===== src/rtl/sd_server_pkg.sv =====
// Shared constants and FSM state encodings for sd_sector_server.
package sd_server_pkg;
  localparam int SECTOR_BYTES = 512;
  localparam int BYTE_W = 9;

  typedef logic [3:0] state_t;

  localparam state_t IDLE    = 4'd0;
  localparam state_t ACCEPT  = 4'd1;
  localparam state_t RD_REQ  = 4'd2;
  localparam state_t RD_WAIT = 4'd3;
  localparam state_t RD_STB  = 4'd4;
  localparam state_t WR_ADDR = 4'd5;
  localparam state_t WR_LAT  = 4'd6;
  localparam state_t WR_REQ  = 4'd7;
  localparam state_t DONE    = 4'd8;
endpackage


===== src/rtl/sd_sector_server.sv =====
// Standalone sector server: answers sd_rd/sd_wr from a byte-wide backing memory.
// Optional SD_SIZE_CHECK_EN: per-drive image size check, out-of-range sectors are not touched.
module sd_sector_server
  import sd_server_pkg::*;
#(
  parameter int DRIVES = 2,
  parameter int SECT_W = 11,
  localparam int DRV_W = (DRIVES > 1) ? $clog2(DRIVES) : 1,
  localparam int ADDR_W = DRV_W + SECT_W + BYTE_W
) (
  input  logic              clk_sys,
  input  logic              reset_n,
  input  logic [DRIVES-1:0] img_mounted,
  input  logic [63:0]       img_size,
  input  logic [31:0]       sd_lba,
  input  logic [DRIVES-1:0] sd_rd,
  input  logic [DRIVES-1:0] sd_wr,
  output logic [DRIVES-1:0] sd_ack,
  output logic [8:0]        sd_buff_addr,
  output logic [7:0]        sd_buff_dout,
  input  logic [7:0]        sd_buff_din,
  output logic              sd_buff_wr,
  output logic [ADDR_W-1:0] mem_addr,
  output logic              mem_rd,
  output logic              mem_wr,
  output logic [7:0]        mem_din,
  input  logic [7:0]        mem_dout,
  input  logic              mem_ready,
  output logic              busy
);

  state_t state;
  state_t state_nx;

  logic [DRV_W-1:0]  drv;
  logic [SECT_W-1:0] lba;
  logic              dir_wr;
  logic              oor;
  logic [BYTE_W-1:0] n;
  logic [7:0]        rdata;
  logic [DRIVES-1:0] armed;

  logic [DRIVES-1:0] req;
  logic [DRIVES-1:0] elig;
  logic [DRIVES-1:0] win_oh;
  logic              hit;
  logic [DRV_W-1:0]  win;
  logic              win_wr;
  logic              win_oor;
  logic              last;
  logic              unused;

  // Lowest index wins; read beats write on the same drive.
  always_comb begin
    req = sd_rd | sd_wr;
    elig = req & armed;
    hit = 1'b0;
    win = '0;
    win_wr = 1'b0;
    for (int i = DRIVES - 1; i >= 0; i--) begin
      if (elig[i]) begin
        hit = 1'b1;
        win = DRV_W'(i);
        win_wr = !sd_rd[i];
      end
    end
  end

  assign win_oh = DRIVES'(1) << win;

`ifdef SD_SIZE_CHECK_EN
  logic [SECT_W:0] size [DRIVES];
  logic [SECT_W:0] msize;

  assign msize = (img_size[63:9] > 55'(1 << SECT_W))
               ? {1'b1, {SECT_W{1'b0}}}
               : img_size[9 +: SECT_W + 1];

  always_ff @(posedge clk_sys or negedge reset_n) begin
    if (!reset_n) begin
      for (int i = 0; i < DRIVES; i++) size[i] <= '0;
    end else begin
      for (int i = 0; i < DRIVES; i++)
        if (img_mounted[i]) size[i] <= msize;
    end
  end

  // Old size is read here even when a mount lands on the same edge.
  assign win_oor = sd_lba >= 32'(size[win]);
  assign unused = ^img_size[8:0];
`else
  assign win_oor = 1'b0;
  assign unused = ^{sd_lba[31:SECT_W], img_size, img_mounted};
`endif

  assign last = n == BYTE_W'(SECTOR_BYTES - 1);

  always_comb begin
    state_nx = state;
    unique case (state)
      IDLE:    if (hit) state_nx = ACCEPT;
      ACCEPT:  state_nx = dir_wr ? WR_ADDR : RD_REQ;
      RD_REQ:  state_nx = (oor || mem_ready) ? RD_STB : RD_WAIT;
      RD_WAIT: if (mem_ready) state_nx = RD_STB;
      RD_STB:  state_nx = last ? DONE : RD_REQ;
      WR_ADDR: state_nx = WR_LAT;
      WR_LAT:  state_nx = WR_REQ;
      WR_REQ:  if (oor || mem_ready) state_nx = last ? DONE : WR_ADDR;
      DONE:    state_nx = IDLE;
      default: state_nx = IDLE;
    endcase
  end

  always_ff @(posedge clk_sys or negedge reset_n) begin
    if (!reset_n) begin
      state <= IDLE;
      drv <= '0;
      lba <= '0;
      dir_wr <= 1'b0;
      oor <= 1'b0;
      n <= '0;
      rdata <= '0;
      mem_din <= '0;
      armed <= '1;
    end else begin
      state <= state_nx;
      unique case (state)
        IDLE: begin
          // A drive re-arms only once its request level is seen low.
          armed <= (armed | ~req) & ~(hit ? win_oh : '0);
          if (hit) begin
            drv <= win;
            lba <= sd_lba[SECT_W-1:0];
            dir_wr <= win_wr;
            oor <= win_oor;
            n <= '0;
          end
        end
        RD_REQ, RD_WAIT: begin
          if (oor) rdata <= '0;
          else if (mem_ready) rdata <= mem_dout;
        end
        RD_STB: n <= n + 1'b1;
        WR_LAT: mem_din <= sd_buff_din;
        WR_REQ: if (oor || mem_ready) n <= n + 1'b1;
        default: ;
      endcase
    end
  end

  assign busy = state != IDLE;
  assign sd_ack = (busy && state != DONE) ? (DRIVES'(1) << drv) : '0;
  assign mem_rd = (state == RD_REQ || state == RD_WAIT) && !oor;
  assign mem_wr = state == WR_REQ && !oor;
  assign mem_addr = {drv, lba, n};
  assign sd_buff_addr = n;
  assign sd_buff_dout = rdata;
  assign sd_buff_wr = state == RD_STB;

endmodule

===== config.mk =====
export PLATFORM = sky130hd
export DESIGN_NAME = sd_sector_server
export DESIGN_NICKNAME = d
export VERILOG_FILES = /design/src/rtl/sd_server_pkg.sv /design/src/rtl/sd_sector_server.sv
export SDC_FILE = /design/constraint.sdc
export NUM_CORES = 1
export LEC_CHECK = 0
export ABC_AREA = 1
export BUFFER_PORTS_ARGS = -buffer_cell sky130_fd_sc_hd__buf_2
export CAP_MARGIN = 10
export CORE_MARGIN = 2
export CORE_UTILIZATION = 36
export DETAILED_ROUTE_END_ITERATION = 10
export PLACE_DENSITY_LB_ADDON = 0.08
export SLEW_MARGIN = 20
export SYNTH_ARGS = -nofsm -noshare
export SYNTH_HDL_FRONTEND = slang
export SYNTH_SLANG_ARGS = --single-unit

===== constraint.sdc =====
create_clock -name clk_sys -period 1.6 [get_ports clk_sys]
set_input_delay 0.32 -clock clk_sys [delete_from_list [all_inputs] [get_ports clk_sys]]
set_output_delay 0.32 -clock clk_sys [all_outputs]
set_load 0.02 [all_outputs]

==> results.ini <==
[grt]
antenna_found_initial=0
grt_overflow=0
grt_max_degree=19
first_global_vias=1911
track_usage_pct=16.0
grt_pass1_wl_um=9000

[yosys]
syn_avg_cell_area_sq_um=8.42
seq_area_frac_synth_pct=48.7
syn_area_sq_mm=0.00226
async_flop_share_pct=100
synth_ff_type=dfrtp_1
synthCells=269
yosysUniqueCellTypes=31
ys_ff_latch=44
synth_warnings=0
synth_edf_count=0
synth_fp_nets=393

[placement]
place_area_sq_mm=0.00284
io_buffers=85
place_hpwl_um=3830
dp_worst_setup_slack_ps=-160
gp_congestion=0.844

[floorplanning]
design.core.area_sq_mm=0.00599
initial_core_util_pct=37.8
rows=28
die_w_um=83.3
die-area_sq_mm=0.00694
die_y_um=83.3
pin_count=173

[power]
swShare_pct=41.9
irDropWorstVdd_mv=0.924
seqPwrFrac_pct=28.9
p_leak_nw=1.74
internal_power_mw=3.67
pwr-share-comb_pct=52.6
p_per_area_mw_per_mm2=1960
p_total_mw=6.31
clkPwrFrac_pct=18.5
net-switching-power_mw=2.64

[sta]
setup_viol=1
final.setup.tns_ps=-12.7
slew_headroom_pct=71.4
slew_viol_final=0
finClkSkew_ps=9.08
hold_slack_ps=168
max_clock_freq_mhz=620
period_minus_slack_ps=1610
setup_ws_ps=-12.7
fin_crit_sh_pct=101
worstMarginPinSlew_ps=429
rsz0062_at_grt=true
hold_violations=0

[layout]
area_delta_synth_final_pct=42.3
n_antenna_cell=0
fin_nets=503
stdcell_area_sq_mm=0.00322
drive_gt1_share_pct=47.4

[setup_path]
cp_max_fo=2
endpoint_kind=flop
ff2ff_setup_slack_ps=-10
cp.arrival_ps=1800
required_ps=1790
worstSetupStartpointType=flop
path_class=flop to flop

[route]
drc_errors=0
vias=2030
via_per_inst=4.46
drt_wl_total_um=5350
antenna_left=0
post_drt_wl_per_cell_um=11.8
drtPass1Iterations=4
initialDrtViolationCount=62

[status]
failed_checks=setup timing
status=complete, but fails checks

[cts]
root_buffer=clkbuf_8
clock-sinks=44
cts_buffer_depth=2
clk-insertion-delay-late_ps=300
cts_max_level=2
tritoncts=built
numCtsBuffers=5
clkTransAtPathRegs_ps=90

[worst_hold_path]
hp-class=input port to flop

[run]
drv_cap=0

==> power by group through the flow <==
stage	registers, mW	logic [mW]	clock network, mW
2_1_floorplan	2.30	1.57	0
3_3_place_gp	1.84	2.87	0
3_5_place_dp	1.84	2.90	0
4_1_cts	1.82	3.05	1.21
5_1_grt	1.90	3.65	1.27
6_report	1.83	3.32	1.17
==> final cells by class <==
class                   count  area [sq um]
inverters                  19          71.3
repair buffers            116           698
fillers                   603          2770
clock inverters             3          90.1
flip-flops and latches     44          1110
well taps                  75          93.8
multi-input cells         193          1090
clock buffers               5          68.8
==> cell families after synthesis <==
logic type,Yosys count,share of synthesized area (%)
AND/OR/NAND/NOR,163,32.9
flip-flops,44,48.7
buffers and inverters,32,7.46
AO/OA/AOI/OAI,17,4.48
multiplexers,8,3.98
adder cells (fa/ha/maj),3,1.66
XOR/XNOR,2,0.774
==> worst paths after layout <==
| path | startpoint | to | cells past startpoint |
|---|---|---|---|
| setup / recovery | sd_buff_addr[0] | state[1] | 10 |
| hold / removal | sd_wr[1] | armed[1] | 2 |
| setup reg to reg | sd_buff_addr[0] | state[1] | 10 |
| hold reg to reg | sd_buff_dout[4] | sd_buff_dout[4] | 2 |
| max in group asynchronous | reset_n | state[3] | 3 |
| min in group asynchronous | reset_n | sd_buff_addr[5] | 2 |
==> layout by cell type, fill, tap and decap left out <==
cell,Yosys,routed
nand2_4,2,2
buf_4,11,30
bufinv_16,0,3
dfrtp_2,0,5
nor3_1,1,1
o21bai_1,1,1
o31ai_1,2,2
nand3_1,12,10
inv_1,13,11
o21ai_0,4,4
nand3_2,1,3
nand3_4,2,2
nand2_2,6,8
dfstp_2,2,2
xor2_1,1,1
a21oi_1,6,4
nor2_1,18,15
dlygate4sd3_1,0,1
o21ai_1,1,1
nand3b_1,1,1
nand2_8,0,1
o22ai_1,1,1
buf_2,0,79
nand2_1,108,105
inv_2,6,8
ha_4,0,3
clkbuf_8,0,5
mux2_2,8,8
nand4_1,4,4
o21ai_2,1,1
dfrtp_1,42,37
xnor2_1,1,1
nor2_2,4,4
nor2_4,4,7
a21oi_2,1,3
buf_6,1,6
==> per-stage QoR <==
step                cells  utilization [%]
CTS                   447             51.4
floorplan             269                -
global placement      433             47.3
finish                455             53.8
global route          455             53.8
detailed placement    433             47.3
==> Yosys cell counts, drive strengths merged, types with 2 or more instances <==
library cell,n,area (sq um)
o31ai,2,15.0
inv,19,71.3
nor2,26,138
dfrtp,42,1050
ha,3,37.5
o21ai,6,33.8
nand4,4,25.0
buf,12,93.8
mux2,8,90.1
nand2,116,465
a21oi,7,38.8
nand3,15,105
dfstp,2,52.6
==> critical path, stage by stage, from the launching register on <==
cell and delay (ps):
dfrtp_2 390, ha_4 150, nand2_4 60, nor2_4 90
nand3_2 100, nor2_4 150, buf_4 130, ha_4 120
a21oi_1 70, nor3_1 170, nand2_1 70
==> metal layers <==
layer | GRT usage, % | vias up | wire length [um]
met5 | 0 | - | 0
met4 | 4.47 | 0 | 59
met3 | 5.86 | 6 | 393
met2 | 25.1 | 60 | 2450
met1 | 20.8 | 901 | 2450
li1 | - | 1063 | -
==> registers in the layout (all words and copies together) (netlist names) <==
name          flops
drv               1
sd_buff_dout      8
armed             2
dir_wr            1
sd_buff_addr      9
lba              11
mem_din           8
state             4
==> timing repair <==
item | in CTS | in global routing
hold endpoints to repair | 14 | 0
endpoints found under the setup margin | 5 | 11
pin swaps | 12 | 10
gates resized for setup | 11 | 22
hold buffers | 1 | 0
setup buffers | 5 | 8
Power figures use the tool's default switching activity.
